==> src/rtl/hazard_unit_mc.sv <==
// hazard_unit_mc: hazard controller for a 5-stage RV32 pipeline.
// - Resolves E-stage operand forwarding.
// - Detects load-use stalls and handles branch/jump redirect flushes.
// - Sequences multi-cycle execute ops: holds F/D/E while the op is in E
//   and bubbles M behind it.
// - Keeps a saturating count of stalled fetch cycles.
`timescale 1ns/1ps
module hazard_unit_mc #(
    parameter int AW     = 5,
    parameter int MC_LAT = 4,
    parameter int CNT_W  = 16
) (
    input  logic              clk,
    input  logic              rst_n,
    input  logic [AW-1:0]     rs1_e,
    input  logic [AW-1:0]     rs2_e,
    input  logic [AW-1:0]     rd_m,
    input  logic [AW-1:0]     rd_w,
    input  logic              reg_write_m,
    input  logic              reg_write_w,
    input  logic [AW-1:0]     rs1_d,
    input  logic [AW-1:0]     rs2_d,
    input  logic [AW-1:0]     rd_e,
    input  logic              reg_write_e,
    input  logic [1:0]        result_src_e,
    input  logic              mc_start_e,
    input  logic              redirect_e,
    input  logic              stall_cnt_clr,
    output logic [1:0]        forward_a_e,
    output logic [1:0]        forward_b_e,
    output logic              stall_f,
    output logic              stall_d,
    output logic              stall_e,
    output logic              flush_d,
    output logic              flush_e,
    output logic              flush_m,
    output logic              mc_busy,
    output logic [CNT_W-1:0]  stall_cnt
);

    // Down-counter width; MC_LAT-2 is the largest value ever loaded.
    localparam int CW = $clog2(MC_LAT);
    localparam logic [CW-1:0]    CNT_LOAD = CW'(MC_LAT - 2);
    localparam logic [CNT_W-1:0] CNT_MAX  = '1;

    typedef enum logic {
        S_IDLE = 1'b0,
        S_BUSY = 1'b1
    } state_e;

    state_e           state_q, state_d;
    logic [CW-1:0]    cnt_q, cnt_d;
    logic [CNT_W-1:0] stall_cnt_q, stall_cnt_d;
    logic             mc_stall;
    logic             lw_stall;

    // Forwarding select for one operand: the M-stage result is newer than
    // the W-stage result, so it wins; x0 is never forwarded.
    function automatic logic [1:0] fwd_sel(
        input logic [AW-1:0] rs,
        input logic [AW-1:0] rdm,
        input logic          wem,
        input logic [AW-1:0] rdw,
        input logic          wew
    );
        logic [1:0] sel;
        sel = 2'b00;
        if (rs != '0 && rs == rdm && wem) begin
            sel = 2'b10;
        end else if (rs != '0 && rs == rdw && wew) begin
            sel = 2'b01;
        end
        return sel;
    endfunction

    // Operand forwarding selects, zero-cycle combinational.
    always_comb begin
        forward_a_e = fwd_sel(rs1_e, rd_m, reg_write_m, rd_w, reg_write_w);
        forward_b_e = fwd_sel(rs2_e, rd_m, reg_write_m, rd_w, reg_write_w);
    end

    // Load-use hazard: a load in E feeds a source register read in D.
    always_comb begin
        lw_stall = (result_src_e == 2'b01) && reg_write_e && (rd_e != '0) &&
                   ((rs1_d == rd_e) || (rs2_d == rd_e));
    end

    // Multi-cycle sequencer next state. The IDLE cycle that sees the op is
    // its first E cycle; BUSY with cnt==0 is its last, so that cycle stalls
    // nothing and the op leaves E at the following edge.
    always_comb begin
        state_d  = state_q;
        cnt_d    = cnt_q;
        mc_stall = 1'b0;
        case (state_q)
            S_IDLE: begin
                if (mc_start_e) begin
                    mc_stall = 1'b1;
                    cnt_d    = CNT_LOAD;
                    state_d  = S_BUSY;
                end
            end
            S_BUSY: begin
                if (cnt_q != '0) begin
                    mc_stall = 1'b1;
                    cnt_d    = cnt_q - 1'b1;
                end else begin
                    state_d  = S_IDLE;
                end
            end
            default: begin
                state_d = S_IDLE;
            end
        endcase
    end

    // Sequencer state register; reset drops out of BUSY immediately.
    always_ff @(posedge clk or negedge rst_n) begin
        if (!rst_n) begin
            state_q <= S_IDLE;
            cnt_q   <= '0;
        end else begin
            state_q <= state_d;
            cnt_q   <= cnt_d;
        end
    end

    // Stall/flush resolution: the multi-cycle hold dominates, then a
    // redirect (which must never stall F so the new PC is taken), then the
    // load-use bubble.
    always_comb begin
        stall_f = mc_stall | (lw_stall & ~redirect_e);
        stall_d = mc_stall | (lw_stall & ~redirect_e);
        stall_e = mc_stall;
        flush_m = mc_stall;
        flush_d = redirect_e & ~mc_stall;
        flush_e = (redirect_e | lw_stall) & ~mc_stall;
        mc_busy = (state_q == S_BUSY);
    end

    // Stall counter next value: clear wins, otherwise count and saturate.
    always_comb begin
        stall_cnt_d = stall_cnt_q;
        if (stall_cnt_clr) begin
            stall_cnt_d = '0;
        end else if (stall_f && (stall_cnt_q != CNT_MAX)) begin
            stall_cnt_d = stall_cnt_q + 1'b1;
        end
    end

    // Stall counter register.
    always_ff @(posedge clk or negedge rst_n) begin
        if (!rst_n) begin
            stall_cnt_q <= '0;
        end else begin
            stall_cnt_q <= stall_cnt_d;
        end
    end

    assign stall_cnt = stall_cnt_q;

endmodule

==> config.mk <==
export PLATFORM = sky130hd
export DESIGN_NAME = hazard_unit_mc
export DESIGN_NICKNAME = d
export VERILOG_FILES = /design/src/rtl/hazard_unit_mc.sv
export SDC_FILE = /design/constraint.sdc
export NUM_CORES = 1
export LEC_CHECK = 0
export ABC_AREA = 1
export BUFFER_PORTS_ARGS = -buffer_cell sky130_fd_sc_hd__buf_2
export CAP_MARGIN = 20
export CORE_UTILIZATION = 46
export DETAILED_ROUTE_END_ITERATION = 8
export GPL_TIMING_DRIVEN = 0
export HOLD_SLACK_MARGIN = 0.02
export PLACE_DENSITY = 0.77
export SLEW_MARGIN = 20
export SYNTH_ARGS = -nofsm -noshare
export SYNTH_HDL_FRONTEND = slang
export SYNTH_SLANG_ARGS = --single-unit
export TNS_END_PERCENT = 50
==> constraint.sdc <==
create_clock -name clk -period 2.8 [get_ports clk]
set_input_delay 0.42 -clock clk [delete_from_list [all_inputs] [get_ports clk]]
set_output_delay 0.42 -clock clk [all_outputs]
set_load 0.01 [all_outputs]
==> Word level (Yosys, flattened, before mapping) <==
Index checks and enable logic that the tools add are counted.
{ "totals": {"ramBits": 0, "inputBits": 45, "wordCells": 54, "romBits": 0, "memories": 0, "regBits": 19, "latchBits": 0, "output_inout_bits": 27} }
{ "op_classes": {"div": 0, "mul": 0, "add_sub_neg": 2, "n_bitwise": 8, "n_lt_le_gt_ge": 0, "mux": 12, "n_reduce_logical": 19, "eq_ne": 10, "shifts": 0} }
{ "ops": {"columns": ["cell", "count"], "rows": [
  ["$mux W16", 2],
  ["$eq A5 B5 Y1", 6],
  ["$add A16 B1 Y16 const B", 1],
  ["$ne A16 B16 Y1 const B", 1],
  ["$reduce_bool A5 Y1", 3],
  ["$logic_and A1 B1 Y1", 12],
  ["$mux W2", 4],
  ["$mux W1", 4],
  ["$pmux W2 S2", 1],
  ["$reduce_bool A2 Y1", 2],
  ["$and A1 B1 Y1", 3],
  ["$not A1 Y1", 3],
  ["$eq A2 B1 Y1 const B", 1],
  ["$ne A2 B1 Y1 const B", 1],
  ["$ne A2 B2 Y1 const B", 1],
  ["$or A1 B1 Y1", 2],
  ["$pmux W1 S2", 1],
  ["$reduce_and A2 Y1", 1],
  ["$sub A2 B1 Y2 const B", 1],
  ["$logic_or A1 B1 Y1", 1]
]} }

==> Longest topological paths before layout <==
Gate-level depths: netlist of run 1.
{ "depth": {"depth_word": 9, "mapped_depth": 12, "ltp_nobuf": 11} }

==> Least setup slack after synthesis of run 1 <==
No wires, ideal clock.
{ "synth_path": {"path_type": "register -> output", "start": "register cnt_q[0]", "end": "output stall_f", "setup_slack_ps": 785, "stages_incl_launch_ff": 10, "arrival_ps": 1595, "path_cell_list": "dfrtp_1 -> inv_1 -> ha_1 -> inv_1 -> nand2_1 -> o21ai_1 -> inv_1 -> nand2_2 -> buf_2 -> buf_4"} }
{ "synth_between": {"elab_chain_len": 4} }
{ "synth_lines": {"columns": ["item", "line_no", "source"], "rows": [
  ["start, declared", "52", "logic [CW-1:0] cnt_q, cnt_d;"],
  ["start signal, assigned", "124", "cnt_q <= cnt_d;"],
  ["$reduce_bool A2 Y1", "104", "if (cnt_q != '0) begin"],
  ["$mux W1", "104", null],
  ["$pmux W1 S2", "95", "case (state_q)"],
  ["named net flush_m", "36", "output logic flush_m,"],
  ["$or A1 B1 Y1", null, null],
  ["end, declared", "31", "output logic stall_f,"]
]} }
The timed path passes the listed nets, and every way through them passes these cells.

==> Final worst setup path of run 1 <==
{ "layout_path": {"start": "register cnt_q[0]", "end": "output stall_f"} }
{ "layout_between": {"elab_chain_len": 4} }
{ "layout_lines": {"columns": ["item", "line_no", "source"], "rows": [
  ["$reduce_bool A2 Y1", "104", null],
  ["$mux W1", "104", null],
  ["$pmux W1 S2", "95", null],
  ["$or A1 B1 Y1", "132", "stall_f = mc_stall | (lw_stall & ~redirect_e);"]
]} }
Every way passes these cells.

==> results.md, run 1 <==
Floorplanning:
- Measured along the y axis, the die boundary spans 64.17 um.
- The die footprint is 4118 um^2.
- The floorplan step defined a core boundary enclosing 3689 um^2.
- During I/O placement, the number of pins put on the boundary was 72.
- The initialized floorplan defines 22 standard-cell rows.
- The width of the chip is 64.17 um.
- The effective utilization at floorplan is 48.20%.

STA:
- The worst-margin pin slew is 0.5078 ns.
- The portion of the clock cycle consumed by the worst path in the final layout is 89.99%.
- The worst-case headroom to the max-slew limit is 66.15%.
- In the final timing run, aggregate negative setup slack is 0 ns.
- The setup clock skew after layout is 0.001969 ns.
- The final count of hold timing violations is 0.
- The maximum clock frequency is 396.9 MHz.
- The final setup violation count is 0.
- The slack of the critical path is 0.2804 ns.
- Setup repair after global routing left no endpoint under its margin.
- The worst path in the final design needs a cycle of 2.520 ns, including I/O delays and setup.
- The number of max-slew violations in the final report is 0.

Final layout:
- Compared with the post-synthesis result, the final layout area differs by 25.97%.
- The final instance area is 2240 um^2.
- The number of diodes is 0.
- The final cell utilization of the core is 60.72%.
- After the last flow step, the layout net total stands at 398.
- Cells with a size suffix above 1 make up 25.71% of the layout.

Min path:
- The worst hold path belongs to the class input port to asynchronous set/reset pin.

Routing:
- In the final routed layout, each cell accounts on average for 10.55 um.
- The routed layout has 1,990 vias.
- The length of the first detailed-routing pass in iterations is 4.
- The DRC violation count after routing is 0.
- After detailed routing, the wire length on met1 is 1890 um.
- The total routed wirelength is 4197 um.
- The violation count after the first detailed-route iteration is 52.
- The met3 routed wirelength is 235 um.
- Summed over all nets, wire length on met2 after detailed routing comes to 2034 um.
- The via density per instance is 5.000.
- The highest metal layer used by the detailed router is met4.
- The count of nets left with antenna violations once routing finished came out at 0.

Clocking:
- Clock tree synthesis inserted a total of 3 buffers.
- The clock drives 19 sinks.
- The clock latency of the later-clocked register in the worst-skew pair is 0.26 ns.
- The post-cts repair resize count is 0.
- The clock tree from TritonCTS is yes.
- Clock-pin slew was measured on the worst setup and hold paths at 0.07 ns.
- The number of H-tree levels is 1.
- The maximum clock path buffer count is 2.
- In this run the clock root is driven by a sky130_fd_sc_hd__clkbuf_8.
- The hold-fix buffer count after cts is 0.
- Buffers added to address setup during post-CTS repair amount to 0.

Status:
- The run finished with clean final reports.

Synth:
- The post-synthesis area per instance is 6.465 um^2.
- Ranked by total cell area, the synthesized netlist is headed by sky130_fd_sc_hd__dfrtp_1 (27%), sky130_fd_sc_hd__nand2_1 (14%), sky130_fd_sc_hd__inv_1 (10%), sky130_fd_sc_hd__nand3_1 (7.9%), sky130_fd_sc_hd__nand4_1 (6.7%).
- The netlist uses 32 different library cells.
- The area share of the largest cell type after synthesis is 26.74%.
- The sequential-to-total area share from yosys stat is 26.74%.
- Synthesis inferred 19 register bits.
- The synthesized instance count is 275.
- The synthesized netlist occupies a cell area of 1778 um^2.
- The synthesized design spends more area on one cell type than any other, namely sky130_fd_sc_hd__dfrtp_1.
- The Yosys step of the flow raised 0 warnings.
- The net count after synthesis is 322.

Placement:
- Routability-driven placement finished with a final weighted congestion of 0.9095.
- The post-place instance area is 2193 um^2.
- The wire-length estimate of the detail-placed layout is 3356 um.
- The worst slack at placement is 0.6017 ns.
- The count of buffers added on input and output ports is 71.

Global route:
- The number of global-route vias before repair was 1,890.
- Entering global routing, the biggest net connects 20 pins.
- The global-route usage over all layers is 22.85%.
- Summed over all layers, the global routing overflow is 0.
- The first global-routing pass estimated 7541 um of wire.
- The number of antenna violations at the first check in global routing is 0.

Critical path:
- The critical path is of the register to output port type.
- Data on the critical path is required at its endpoint by 2.38 ns.
- The kind of end point of the critical path is an output port.
- STA classifies the critical path startpoint as a register.
- The data arrival at the endpoint of the critical path is 2.10 ns.
- In this run the worst path has a maximum fanout of 11.

Pwr:
- The final total power is 1.056 mW.
- Dividing total power by cell area gives a power density of 471.4 nW/um^2.
- The reported leakage power is 1.376 nW.
- The peak supply drop is 0.4508 mV.

Run:
- The reported max-cap violation count is 0.
[worst max-delay path: stages, from the launching register on]
cell,delay (ns)
sky130_fd_sc_hd__dfrtp_1,0.37
sky130_fd_sc_hd__inv_1,0.05
sky130_fd_sc_hd__ha_1,0.18
sky130_fd_sc_hd__inv_1,0.05
sky130_fd_sc_hd__nand2_1,0.05
sky130_fd_sc_hd__o21ai_1,0.26
sky130_fd_sc_hd__inv_1,0.13
sky130_fd_sc_hd__nand2_2,0.23
sky130_fd_sc_hd__buf_2,0.28
sky130_fd_sc_hd__buf_4,0.14
sky130_fd_sc_hd__buf_2,0.11
[final timing paths]
check | end | cells past startpoint | from | slack (ns)
min | stall_cnt[12] | 1 | rst_n | 0.09
min reg2reg | cnt_q[0] | 1 | cnt_q[0] | 0.51
max in group asynchronous | stall_cnt[11] | 1 | rst_n | 2.42
min in group clk | stall_cnt[8] | 4 | stall_cnt_clr | 0.45
max | stall_f | 10 | cnt_q[0] | 0.28
max reg2reg | stall_cnt[4] | 9 | stall_cnt[0] | 0.85
[cells in the final DEF (no fill, tap or decap), types with 2 or more instances in the layout]
master,Yosys,layout
sky130_fd_sc_hd__a211oi_1,2,2
sky130_fd_sc_hd__buf_2,3,74
sky130_fd_sc_hd__dfrtp_1,19,19
sky130_fd_sc_hd__clkbuf_1,2,2
sky130_fd_sc_hd__o21ai_0,5,5
sky130_fd_sc_hd__inv_1,49,49
sky130_fd_sc_hd__a21oi_1,2,2
sky130_fd_sc_hd__nand3_1,28,28
sky130_fd_sc_hd__nor4_1,2,2
sky130_fd_sc_hd__or2_2,2,2
sky130_fd_sc_hd__nor2_1,26,26
sky130_fd_sc_hd__buf_4,2,2
sky130_fd_sc_hd__nor3_1,6,6
sky130_fd_sc_hd__nand4_1,19,19
sky130_fd_sc_hd__ha_1,2,2
sky130_fd_sc_hd__nand2_1,68,68
sky130_fd_sc_hd__xnor2_1,12,12
sky130_fd_sc_hd__xor2_1,12,12
sky130_fd_sc_hd__clkbuf_8,0,3
[cell type report]
| cell class | instances | area [um^2] |
|---|---|---|
| multi-input cells | 199 | 1070 |
| clock buffers | 3 | 41.29 |
| repair buffers | 71 | 355.3 |
| flip-flops and latches | 19 | 475.5 |
| plain buffers | 8 | 48.80 |
| well taps | 48 | 60.06 |
| clock inverters | 1 | 5.005 |
| inverters | 49 | 183.9 |
| fillers | 383 | 1449 |
[stage by stage]
stage	std cells	hold slack, ns
6_report	398	0.08705
5_1_grt	398	0.1201
4_1_cts	398	0.1056
3_5_place_dp	394	0.3867
3_3_place_gp	394	0.3861
2_1_floorplan	275	0.1244
[kinds of logic after synthesis]
group | Yosys count | synth area share [%]
AO/OA/AOI/OAI | 14 | 4.715
XOR/XNOR | 24 | 11.82
adder cells (fa/ha/maj) | 2 | 1.407
buffers and inverters | 57 | 13.09
flip-flops | 19 | 26.74
AND/OR/NAND/NOR | 159 | 42.22
[cells in the mapped netlist]
| library cell | instances |
|---|---|
| sky130_fd_sc_hd__nand4_4 | 1 |
| sky130_fd_sc_hd__nor2_4 | 1 |
| sky130_fd_sc_hd__nor3_1 | 6 |
| sky130_fd_sc_hd__dfrtp_1 | 19 |
| sky130_fd_sc_hd__buf_2 | 3 |
| sky130_fd_sc_hd__nand4_1 | 19 |
| sky130_fd_sc_hd__o21bai_1 | 1 |
| sky130_fd_sc_hd__a31oi_1 | 1 |
| sky130_fd_sc_hd__nand3_2 | 1 |
| sky130_fd_sc_hd__nor4_1 | 2 |
| sky130_fd_sc_hd__a21oi_1 | 2 |
| sky130_fd_sc_hd__xnor2_1 | 12 |
| sky130_fd_sc_hd__buf_6 | 1 |
| sky130_fd_sc_hd__nand3b_1 | 1 |
| sky130_fd_sc_hd__o2111ai_1 | 1 |
| sky130_fd_sc_hd__xor2_1 | 12 |
| sky130_fd_sc_hd__nand3_1 | 28 |
| sky130_fd_sc_hd__buf_4 | 2 |
| sky130_fd_sc_hd__o21ai_1 | 1 |
| sky130_fd_sc_hd__nand2_4 | 1 |
| sky130_fd_sc_hd__o21ai_0 | 5 |
| sky130_fd_sc_hd__a211oi_1 | 2 |
| sky130_fd_sc_hd__or2_2 | 2 |
| sky130_fd_sc_hd__ha_1 | 2 |
| sky130_fd_sc_hd__clkbuf_1 | 2 |
| sky130_fd_sc_hd__o22ai_1 | 1 |
| sky130_fd_sc_hd__nand2_1 | 68 |
| sky130_fd_sc_hd__nor3_2 | 1 |
| sky130_fd_sc_hd__nor2_2 | 1 |
| sky130_fd_sc_hd__inv_1 | 49 |
| sky130_fd_sc_hd__nand2_2 | 1 |
| sky130_fd_sc_hd__nor2_1 | 26 |
[state kept, by name (all words and copies together), names as in the netlist]
register and cells:
cnt_q 2, stall_cnt 16, mc_busy 1
[where the power goes]
part           total (mW)  switching [mW]  internal, mW
registers           0.348          0.0348         0.313
clock network       0.193          0.0941        0.0990
logic               0.515           0.311         0.204
total                1.06           0.440         0.616
[layer usage]
metal  up-vias  GRT usage [%]
met3         6          4.107
met5         -              0
li1       1028              -
met4         0          4.722
met1       899          27.43
met2        57          42.15
Power figures use the tool's default switching activity.
==> run 2: changes to the inputs <==
--- a/config.mk
+++ b/config.mk
@@ -6,7 +6,7 @@
 export NUM_CORES = 1
 export LEC_CHECK = 0
 export ABC_AREA = 1
-export BUFFER_PORTS_ARGS = -buffer_cell sky130_fd_sc_hd__buf_2
+export BUFFER_PORTS_ARGS = -buffer_cell sky130_fd_sc_hd__buf_4
 export CAP_MARGIN = 20
 export CORE_UTILIZATION = 46
 export DETAILED_ROUTE_END_ITERATION = 8
==> results.md, run 2 (same netlist as run 1, synthesis figures left out) <==
Floorplanning:
- The standard-cell row count is 22 (unchanged).
- The die footprint is 4118 um^2 (unchanged).
- The die height was 64.17 um (unchanged).
- The core area was 3689 um^2 (unchanged).
- The width of the chip is 64.17 um (unchanged).
- The effective utilization at floorplan is 48.20% (unchanged).
- The number of primary I/O pins is 72 (unchanged).

Run:
- The reported max-cap violation count came to 0 (unchanged).

Global route:
- The number of antenna violations at the first check in global routing is 0 (unchanged).
- The total grt overflow is 0 (unchanged).
- The global-route wire length before repair is 7790 um (was 7541 um).
- The most congested layer reported by global routing is met2 (unchanged).
- The met3 layer usage reported by global route is 4.286% (was 4.107%).
- The global-route met2 utilization is 41.76% (was 42.15%).
- The global-route usage over all layers is 23.72% (was 22.85%).
- The met1 track demand over resource is 30.29% (was 27.43%).
- The maximum number of pins on one net before global-route repair is 20 (unchanged).
- The number of global-route vias before repair is 1,837 (was 1,890).

Clocking:
- The buffer cell driving the clock tree root is sky130_fd_sc_hd__clkbuf_8 (unchanged).
- The number of clock buffers inserted by TritonCTS is 3 (unchanged).
- The post-cts repair resize count is 0 (unchanged).
- The maximum clock path buffer count was 2 (unchanged).
- The number of buffers inserted by post-CTS setup repair is 0 (unchanged).
- The hold-fix buffer count after cts was 0 (unchanged).
- The clock net sink count is 19 (unchanged).
- The clock-pin slew on the worst setup and hold paths was 0.08 ns (was 0.07 ns).
- The clock latency of the later-clocked register in the worst-skew pair was 0.26 ns (about the same).
- The clock tree from TritonCTS is yes (unchanged).
- The number of H-tree levels is 1 (unchanged).

Critical path:
- The most frequent cell on the critical path is sky130_fd_sc_hd__inv_1 (unchanged).
- The critical path data required time is 2.38 ns (about the same).
- The setup slack on the worst flop-to-flop path is 0.81 ns (was 0.85 ns).
- The data arrival at the endpoint of the critical path came to 2.14 ns (was 2.10 ns).
- The number of buffer and inverter stages on the critical path is 6 (unchanged).
- The logic depth of the worst register-to-register path was 9 (unchanged).
- The kind of end point of the critical path is an output port (unchanged).
- The end point of the critical path is stall_f (unchanged).
- The largest fanout on the critical path is 11 (unchanged).
- The worst stage delay on the critical path is 0.37 ns (about the same).
- The highest-delay cell along the critical path is sky130_fd_sc_hd__dfrtp_1 (unchanged).
- The startpoint of the most critical register-to-register path is stall_cnt[0] (unchanged).
- The capture point of the worst reg-to-reg path is stall_cnt[2] (was stall_cnt[4]).
- List of cells traversed by the critical path: inv_1, ha_1, inv_1, nand2_1, o21ai_1, inv_1, nand2_2, buf_2, buf_4, buf_4 (was inv_1, ha_1, inv_1, nand2_1, o21ai_1, inv_1, nand2_2, buf_2, buf_4, buf_2).
- The number of gates on the worst path with buffers counted is 10 (unchanged).
- The largest delay contributor family on the critical path is buffers and inverters (unchanged).
- The start-to-end type of the worst setup path is register to output port (unchanged).
- The startpoint kind of the worst setup timing path was a register (unchanged).
- The start point of the critical path was cnt_q[0] (unchanged).

STA:
- The aggregate negative setup slack came to 0 ns (unchanged).
- The clock period minus worst slack is 2.563 ns (was 2.520 ns).
- The maximum clock frequency is 390.2 MHz (was 396.9 MHz).
- The final setup violation count is 0 (unchanged).
- The slack of the critical path is 0.2373 ns (was 0.2804 ns).
- The number of max-slew violations in the final report is 0 (unchanged).
- The worst-margin pin slew is 0.5277 ns (was 0.5078 ns).
- The final count of hold timing violations came to 0 (unchanged).
- The worst hold slack is 0.02072 ns (was 0.08705 ns).
- Unrepaired setup endpoints after global routing: no (unchanged).
- The setup clock skew after layout is 0.003427 ns (was 0.001969 ns).
- The portion of the clock cycle consumed by the worst path in the final layout is 91.53% (was 89.99%).
- The worst-case headroom to the max-slew limit is 64.58% (was 66.15%).

Pwr:
- The reported leakage power is 1.417 nW (was 1.376 nW).
- The peak supply drop is 0.5365 mV (was 0.4508 mV).
- The total power density per cell area came to 466.8 nW/um^2 (was 471.4 nW/um^2).

Routing:
- The violation count after the first detailed-route iteration is 93 (was 52).
- The total number of vias is 2,013 (was 1,990).
- The number of routed nets with antenna violations is 0 (unchanged).
- The average detailed-routed wire length per instance is 11.66 um (was 10.55 um).
- The total routed wirelength is 4642 um (was 4197 um).
- The length of the first detailed-routing pass in iterations is 4 (unchanged).
- The DRC violation count after routing is 0 (unchanged).
- The via density per instance came to 5.058 (was 5.000).

Placement:
- The post-place instance area is 2371 um^2 (was 2193 um^2).
- The port buffer count is 71 (unchanged).
- The weighted congestion at the end of routability-driven global placement was 0.8837 (was 0.9095).
- The estimated wirelength of the detail-placed design is 3561 um (was 3356 um).
- The worst slack at placement is 0.5510 ns (was 0.6017 ns).

Final layout:
- The number of flip-flops under the largest register name is 16 (unchanged).
- The ratio of cells with drive above 1 in the final layout was 25.71% (unchanged).
- The area added between synthesis and finish was 35.96% (was 25.97%).
- The most common cell after layout, fill and taps aside is sky130_fd_sc_hd__buf_4 (was sky130_fd_sc_hd__buf_2).
- The final instance area is 2417 um^2 (was 2240 um^2).
- The number of nets in the finished design is 398 (unchanged).
- The number of diodes is 0 (unchanged).
- Commonest non-fill, non-tap cells in the layout: sky130_fd_sc_hd__buf_4 (73), sky130_fd_sc_hd__nand2_1 (68), sky130_fd_sc_hd__inv_1 (49), sky130_fd_sc_hd__nand3_1 (28), sky130_fd_sc_hd__nor2_1 (26) (was sky130_fd_sc_hd__buf_2 (74), sky130_fd_sc_hd__nand2_1 (68), sky130_fd_sc_hd__inv_1 (49), sky130_fd_sc_hd__nand3_1 (28), sky130_fd_sc_hd__nor2_1 (26)).
- The filler cell count in the final layout was 343 (was 383).

Min path:
- The class of the worst hold path is input port to asynchronous set/reset pin (unchanged).

Status:
- Status: completed (unchanged).
## run 2: layout make-up
| class | count | area (um^2) | area share, % |
|---|---|---|---|
| Multi-Input combinational cell | 199 | 1070 | 44.25 |
| Timing Repair Buffer | 71 | 533.0 | 22.05 |
| Sequential cell | 19 | 475.5 | 19.67 |
| Inverter | 49 | 183.9 | 7.609 |
| Tap cell | 48 | 60.06 | 2.484 |
| Buffer | 8 | 48.80 | 2.019 |
| Clock buffer | 3 | 41.29 | 1.708 |
| Clock inverter | 1 | 5.005 | 0.2070 |
## run 2: routing by layer
metal	share of wire [%]	wire length (um)
met2	49	2252
met5	0	0
met3	6.5	303
met4	0.71	33
met1	44	2052
## run 2: worst min-delay path by stage
| stage | startpoint | to | slack, ns | depth (start not counted) |
|---|---|---|---|---|
| floorplan | rst_n | cnt_q[0] | 0.12 | 0 |
| global placement | rst_n | stall_cnt[7] | 0.31 | 1 |
| detailed placement | rst_n | stall_cnt[8] | 0.31 | 1 |
| CTS | rst_n | stall_cnt[4] | 0.03 | 1 |
| global route | rst_n | stall_cnt[7] | 0.03 | 1 |
| finish | rst_n | stall_cnt[8] | 0.02 | 1 |
## run 2: stage by stage
| stage | power, mW | utilization [%] | std cells |
|---|---|---|---|
| 2_1_floorplan | 0.6802 | - | 275 |
| 3_3_place_gp | 0.9201 | 64.28 | 394 |
| 3_5_place_dp | 0.9347 | 64.28 | 394 |
| 4_1_cts | 1.133 | 65.54 | 398 |
| 5_1_grt | 1.203 | 65.54 | 398 |
| 6_report | 1.128 | 65.54 | 398 |
## run 2: worst reg2reg max path: cells and delay by family (launching register included)
family / cells / cell delay [ns]
AND/OR/NAND/NOR: 7 / 0.97
flip-flops: 1 / 0.44
buffers and inverters: 1 / 0.25
adder cells (fa/ha/maj): 1 / 0.23
## run 2: power breakdown
part | leakage, nW | switching (mW) | internal (mW)
Clock | 0.0255 | 0.0971 | 0.0991
Sequential | 0.257 | 0.0372 | 0.313
Combinational | 1.13 | 0.321 | 0.261
==> run 3: changes to the inputs <==
--- a/config.mk
+++ b/config.mk
@@ -5,14 +5,14 @@
 export SDC_FILE = /design/constraint.sdc
 export NUM_CORES = 1
 export LEC_CHECK = 0
-export ABC_AREA = 1
 export BUFFER_PORTS_ARGS = -buffer_cell sky130_fd_sc_hd__buf_4
 export CAP_MARGIN = 20
+export CORE_MARGIN = 1.5
 export CORE_UTILIZATION = 46
 export DETAILED_ROUTE_END_ITERATION = 8
 export GPL_TIMING_DRIVEN = 0
 export HOLD_SLACK_MARGIN = 0.02
-export PLACE_DENSITY = 0.77
+export PLACE_DENSITY = 0.8
 export SLEW_MARGIN = 20
 export SYNTH_ARGS = -nofsm -noshare
 export SYNTH_HDL_FRONTEND = slang
==> results.md, run 3 <==
Status:
- Status: completed (unchanged).

Final layout:
- The number of flip-flops under the largest register name is 16 (unchanged).
- The final instance area is 2083 um^2 (was 2417 um^2).
- The ratio of cells with drive above 1 in the final layout is 34.29% (was 25.71%).
- Commonest non-fill, non-tap cells in the layout: sky130_fd_sc_hd__buf_4 (72), sky130_fd_sc_hd__dfrtp_1 (19), sky130_fd_sc_hd__xnor2_1 (17), sky130_fd_sc_hd__a21oi_1 (16) (was sky130_fd_sc_hd__buf_4 (73), sky130_fd_sc_hd__nand2_1 (68), sky130_fd_sc_hd__inv_1 (49), sky130_fd_sc_hd__nand3_1 (28), sky130_fd_sc_hd__nor2_1 (26)).
- The most common cell after layout, fill and taps aside is sky130_fd_sc_hd__buf_4 (unchanged).
- The final cell utilization of the core is 68.80% (was 65.54%).
- The number of non-filler instances in the completed layout is 289 (was 398).
- The area added between synthesis and finish was 42.19% (was 35.96%).
- The number of nets in the finished design is 293 (was 398).
- The number of diodes was 0 (unchanged).

Pwr:
- The total power density per cell area is 497.8 nW/um^2 (was 466.8 nW/um^2).
- The peak supply drop is 0.3551 mV (was 0.5365 mV).
- The final total power is 1.037 mW (was 1.128 mW).
- The reported leakage power is 0.9423 nW (was 1.417 nW).

Critical path:
- The logic depth of the worst register-to-register path is 8 (was 9).
- List of cells traversed by the critical path: inv_1, ha_1, inv_1, mux2i_1, o21ai_0, buf_4, buf_4 (was inv_1, ha_1, inv_1, nand2_1, o21ai_1, inv_1, nand2_2, buf_2, buf_4, buf_4).
- The largest delay contributor family on the critical path is buffers and inverters (unchanged).
- The worst stage delay on the critical path is 0.41 ns (was 0.37 ns).
- The start-to-end type of the worst setup path is register to output port (unchanged).
- The setup slack on the worst flop-to-flop path is 0.72 ns (was 0.81 ns).
- The critical path data required time is 2.38 ns (about the same).
- The capture point of the worst reg-to-reg path was stall_cnt[8] (was stall_cnt[2]).
- The kind of end point of the critical path is an output port (unchanged).
- The largest fanout on the critical path is 4 (was 11).
- The data arrival at the endpoint of the critical path came to 1.79 ns (was 2.14 ns).
- The highest-delay cell along the critical path is sky130_fd_sc_hd__dfrtp_1 (unchanged).
- The number of buffer and inverter stages on the critical path is 4 (was 6).
- The startpoint of the most critical register-to-register path is stall_cnt[2] (was stall_cnt[0]).
- The startpoint kind of the worst setup timing path is a register (unchanged).

Routing:
- The length of the first detailed-routing pass in iterations came to 4 (unchanged).
- The violation count after the first detailed-route iteration is 39 (was 93).
- The average detailed-routed wire length per instance is 12.57 um (was 11.66 um).
- The via density per instance is 5.180 (was 5.058).
- The total routed wirelength was 3632 um (was 4642 um).
- The DRC violation count after routing is 0 (unchanged).
- The total number of vias was 1,497 (was 2,013).
- The number of routed nets with antenna violations came to 0 (unchanged).

Placement:
- The port buffer count was 70 (was 71).
- The estimated wirelength of the detail-placed design is 2931 um (was 3561 um).
- The total instance count after detailed placement came to 284 (was 394).
- The post-place instance area was 2046 um^2 (was 2371 um^2).
- The weighted congestion at the end of routability-driven global placement came to 0.7986 (was 0.8837).

STA:
- The maximum clock frequency is 452.5 MHz (was 390.2 MHz).
- The portion of the clock cycle consumed by the worst path in the final layout is 78.93% (was 91.53%).
- The number of max-slew violations in the final report is 0 (unchanged).
- The final count of hold timing violations is 0 (unchanged).
- The final setup violation count came to 0 (unchanged).
- The setup clock skew after layout is 0.007621 ns (was 0.003427 ns).
- Unrepaired setup endpoints after global routing: no (unchanged).
- The aggregate negative setup slack is 0 ns (unchanged).
- The worst-case headroom to the max-slew limit is 70.71% (was 64.58%).
- The worst-margin pin slew is 0.4393 ns (was 0.5277 ns).
- The clock period minus worst slack is 2.210 ns (was 2.563 ns).

Synth:
- The cell type with the highest aggregate area in the netlist is sky130_fd_sc_hd__dfrtp_1 (unchanged).
- The number of different library cells in the post-synthesis netlist is 32 (unchanged).
- The most instantiated library cell after synthesis is sky130_fd_sc_hd__dfrtp_1 (was sky130_fd_sc_hd__nand2_1).
- The area of the mapped netlist is 1465 um^2 (was 1778 um^2).
- The synthesized instance count is 170 (was 275).
- The post-synthesis area per instance is 8.619 um^2 (was 6.465 um^2).
- Most area-consuming cells after synthesis: sky130_fd_sc_hd__dfrtp_1 (32%), sky130_fd_sc_hd__xnor2_1 (10%), sky130_fd_sc_hd__xor2_1 (9.0%), sky130_fd_sc_hd__or3_1 (6.0%), sky130_fd_sc_hd__a21oi_1 (5.5%) (was sky130_fd_sc_hd__dfrtp_1 (27%), sky130_fd_sc_hd__nand2_1 (14%), sky130_fd_sc_hd__inv_1 (10%), sky130_fd_sc_hd__nand3_1 (7.9%), sky130_fd_sc_hd__nand4_1 (6.7%)).
- Top cells by count, synth: sky130_fd_sc_hd__dfrtp_1 (19), sky130_fd_sc_hd__xnor2_1 (17), sky130_fd_sc_hd__a21oi_1 (16), sky130_fd_sc_hd__o21ai_0 (15), sky130_fd_sc_hd__xor2_1 (15) (was sky130_fd_sc_hd__nand2_1 (68), sky130_fd_sc_hd__inv_1 (49), sky130_fd_sc_hd__nand3_1 (28), sky130_fd_sc_hd__nor2_1 (26)).
- The sequential-to-total area share from yosys stat is 32.45% (was 26.74%).
- The area share of the largest cell type after synthesis is 32.45% (was 26.74%).
- The net count after synthesis is 217 (was 322).
- The number of flops mapped to enable cells by yosys came to 0 (unchanged).
- The total of flip-flops plus latches after synthesis is 19 (unchanged).
- The fraction of synthesis flops using an asynchronous set or reset pin is 100.0% (unchanged).
- The number of warnings issued by yosys is 0 (unchanged).
- The prevailing post-synth register cell is sky130_fd_sc_hd__dfrtp_1 (unchanged).

Min path:
- The path with the worst hold slack has its endpoint at cnt_q[0].
- The class of the worst hold path is input port to register (was input port to asynchronous set/reset pin).
- The startpoint identified for the worst hold timing path is mc_start_e.
- The worst hold path was traced through 2 stages.

Run:
- The reported max-cap violation count is 0 (unchanged).

Clocking:
- The number of H-tree levels is 1 (unchanged).
- The clock-pin slew on the worst setup and hold paths is 0.12 ns (was 0.08 ns).
- The buffer cell driving the clock tree root is sky130_fd_sc_hd__clkbuf_4 (was sky130_fd_sc_hd__clkbuf_8).
- The clock latency of the later-clocked register in the worst-skew pair is 0.30 ns (was 0.26 ns).
- The post-cts repair resize count is 0 (unchanged).
- The clock tree from TritonCTS is yes (unchanged).
- The clock net sink count is 19 (unchanged).
- The maximum clock path buffer count is 2 (unchanged).
- The number of clock buffers inserted by TritonCTS is 3 (unchanged).

Floorplanning:
- The effective utilization at floorplan is 48.39% (was 48.20%).
- The standard-cell row count is 20 (was 22).
- The core area is 3028 um^2 (was 3689 um^2).
- The number of primary I/O pins was 72 (unchanged).
- The die footprint was 3533 um^2 (was 4118 um^2).
- The die height is 59.44 um (was 64.17 um).
- The width of the chip is 59.44 um (was 64.17 um).

Global route:
- The number of global-route vias before repair is 1,422 (was 1,837).
- The maximum number of pins on one net before global-route repair was 20 (unchanged).
- The global-route usage over all layers was 21.58% (was 23.72%).
- The global-route wire length before repair is 6023 um (was 7790 um).
- The number of antenna violations at the first check in global routing was 0 (unchanged).
- The total grt overflow is 0 (unchanged).
==> run 3: changes by cell type in the layout (fill, tap and decap cells not counted), sizes merged, moves of 4 or more <==
cell,previous run,this run
nand4,20,6
xnor2,12,17
nor3,7,3
or3,0,14
o21ai,6,16
a21oi,2,16
nor2,28,8
nand2,70,10
nand3,29,5
inv,49,6
and3,0,4
==> run 3: through the flow <==
stage | worst slack, ns | hold WS, ns
floorplan | 0.7767 | 0.1244
global placement | 0.5575 | 0.3076
detailed placement | 0.5438 | 0.3074
CTS | 0.5709 | 0.2920
global route | 0.3670 | 0.2855
finish | 0.5900 | 0.2973
==> run 3: logic make-up after synthesis <==
family,count (synthesis),share of synthesized area [%]
buffers and inverters,14,6.147
AO/OA/AOI/OAI,37,14.43
XOR/XNOR,32,19.13
AND/OR/NAND/NOR,64,24.77
flip-flops,19,32.45
adder cells (fa/ha/maj),2,1.708
multiplexers,2,1.366
==> run 3: worst max-delay path by stage <==
stage              from              to  slack (ns)  depth (start not counted)
2_1_floorplan  rs1_e[1]  forward_a_e[0]        0.78                          4
5_1_grt        cnt_q[0]         stall_f        0.37                          7
3_5_place_dp    rd_e[1]    stall_cnt[1]        0.54                          9
6_report       cnt_q[0]         stall_f        0.59                          7
4_1_cts        cnt_q[0]         stall_f        0.57                          7
3_3_place_gp    rd_e[1]    stall_cnt[1]        0.56                          9
==> run 3: layout make-up <==
| class | count | area (um^2) |
|---|---|---|
| sequential | 19 | 475.5 |
| timing repair buffer | 71 | 535.5 |
| fill | 282 | 944.7 |
| clock inverter | 1 | 5.005 |
| clock buffer | 3 | 22.52 |
| inverter | 6 | 22.52 |
| multi-input combinational | 137 | 899.6 |
| tap | 44 | 55.05 |
| buffer | 8 | 67.56 |
==> run 3: per-layer routing <==
layer | share of wire (%) | GRT usage (%)
met1 | 43 | 28.16
met2 | 50 | 36.73
met3 | 5.2 | 4.803
met4 | 0.94 | 3.896
met5 | 0 | 0
==> run 3: repair_timing <==
item	CTS	global route
setup buffers	0	0
hold endpoints to repair	19	0
hold buffers	1	0
==> run 3: where the power goes <==
part	internal (mW)	switching, mW	total [mW]
Sequential	0.309	0.0360	0.345
Clock	0.0532	0.0900	0.143
Combinational	0.285	0.263	0.549
Total	0.648	0.389	1.04
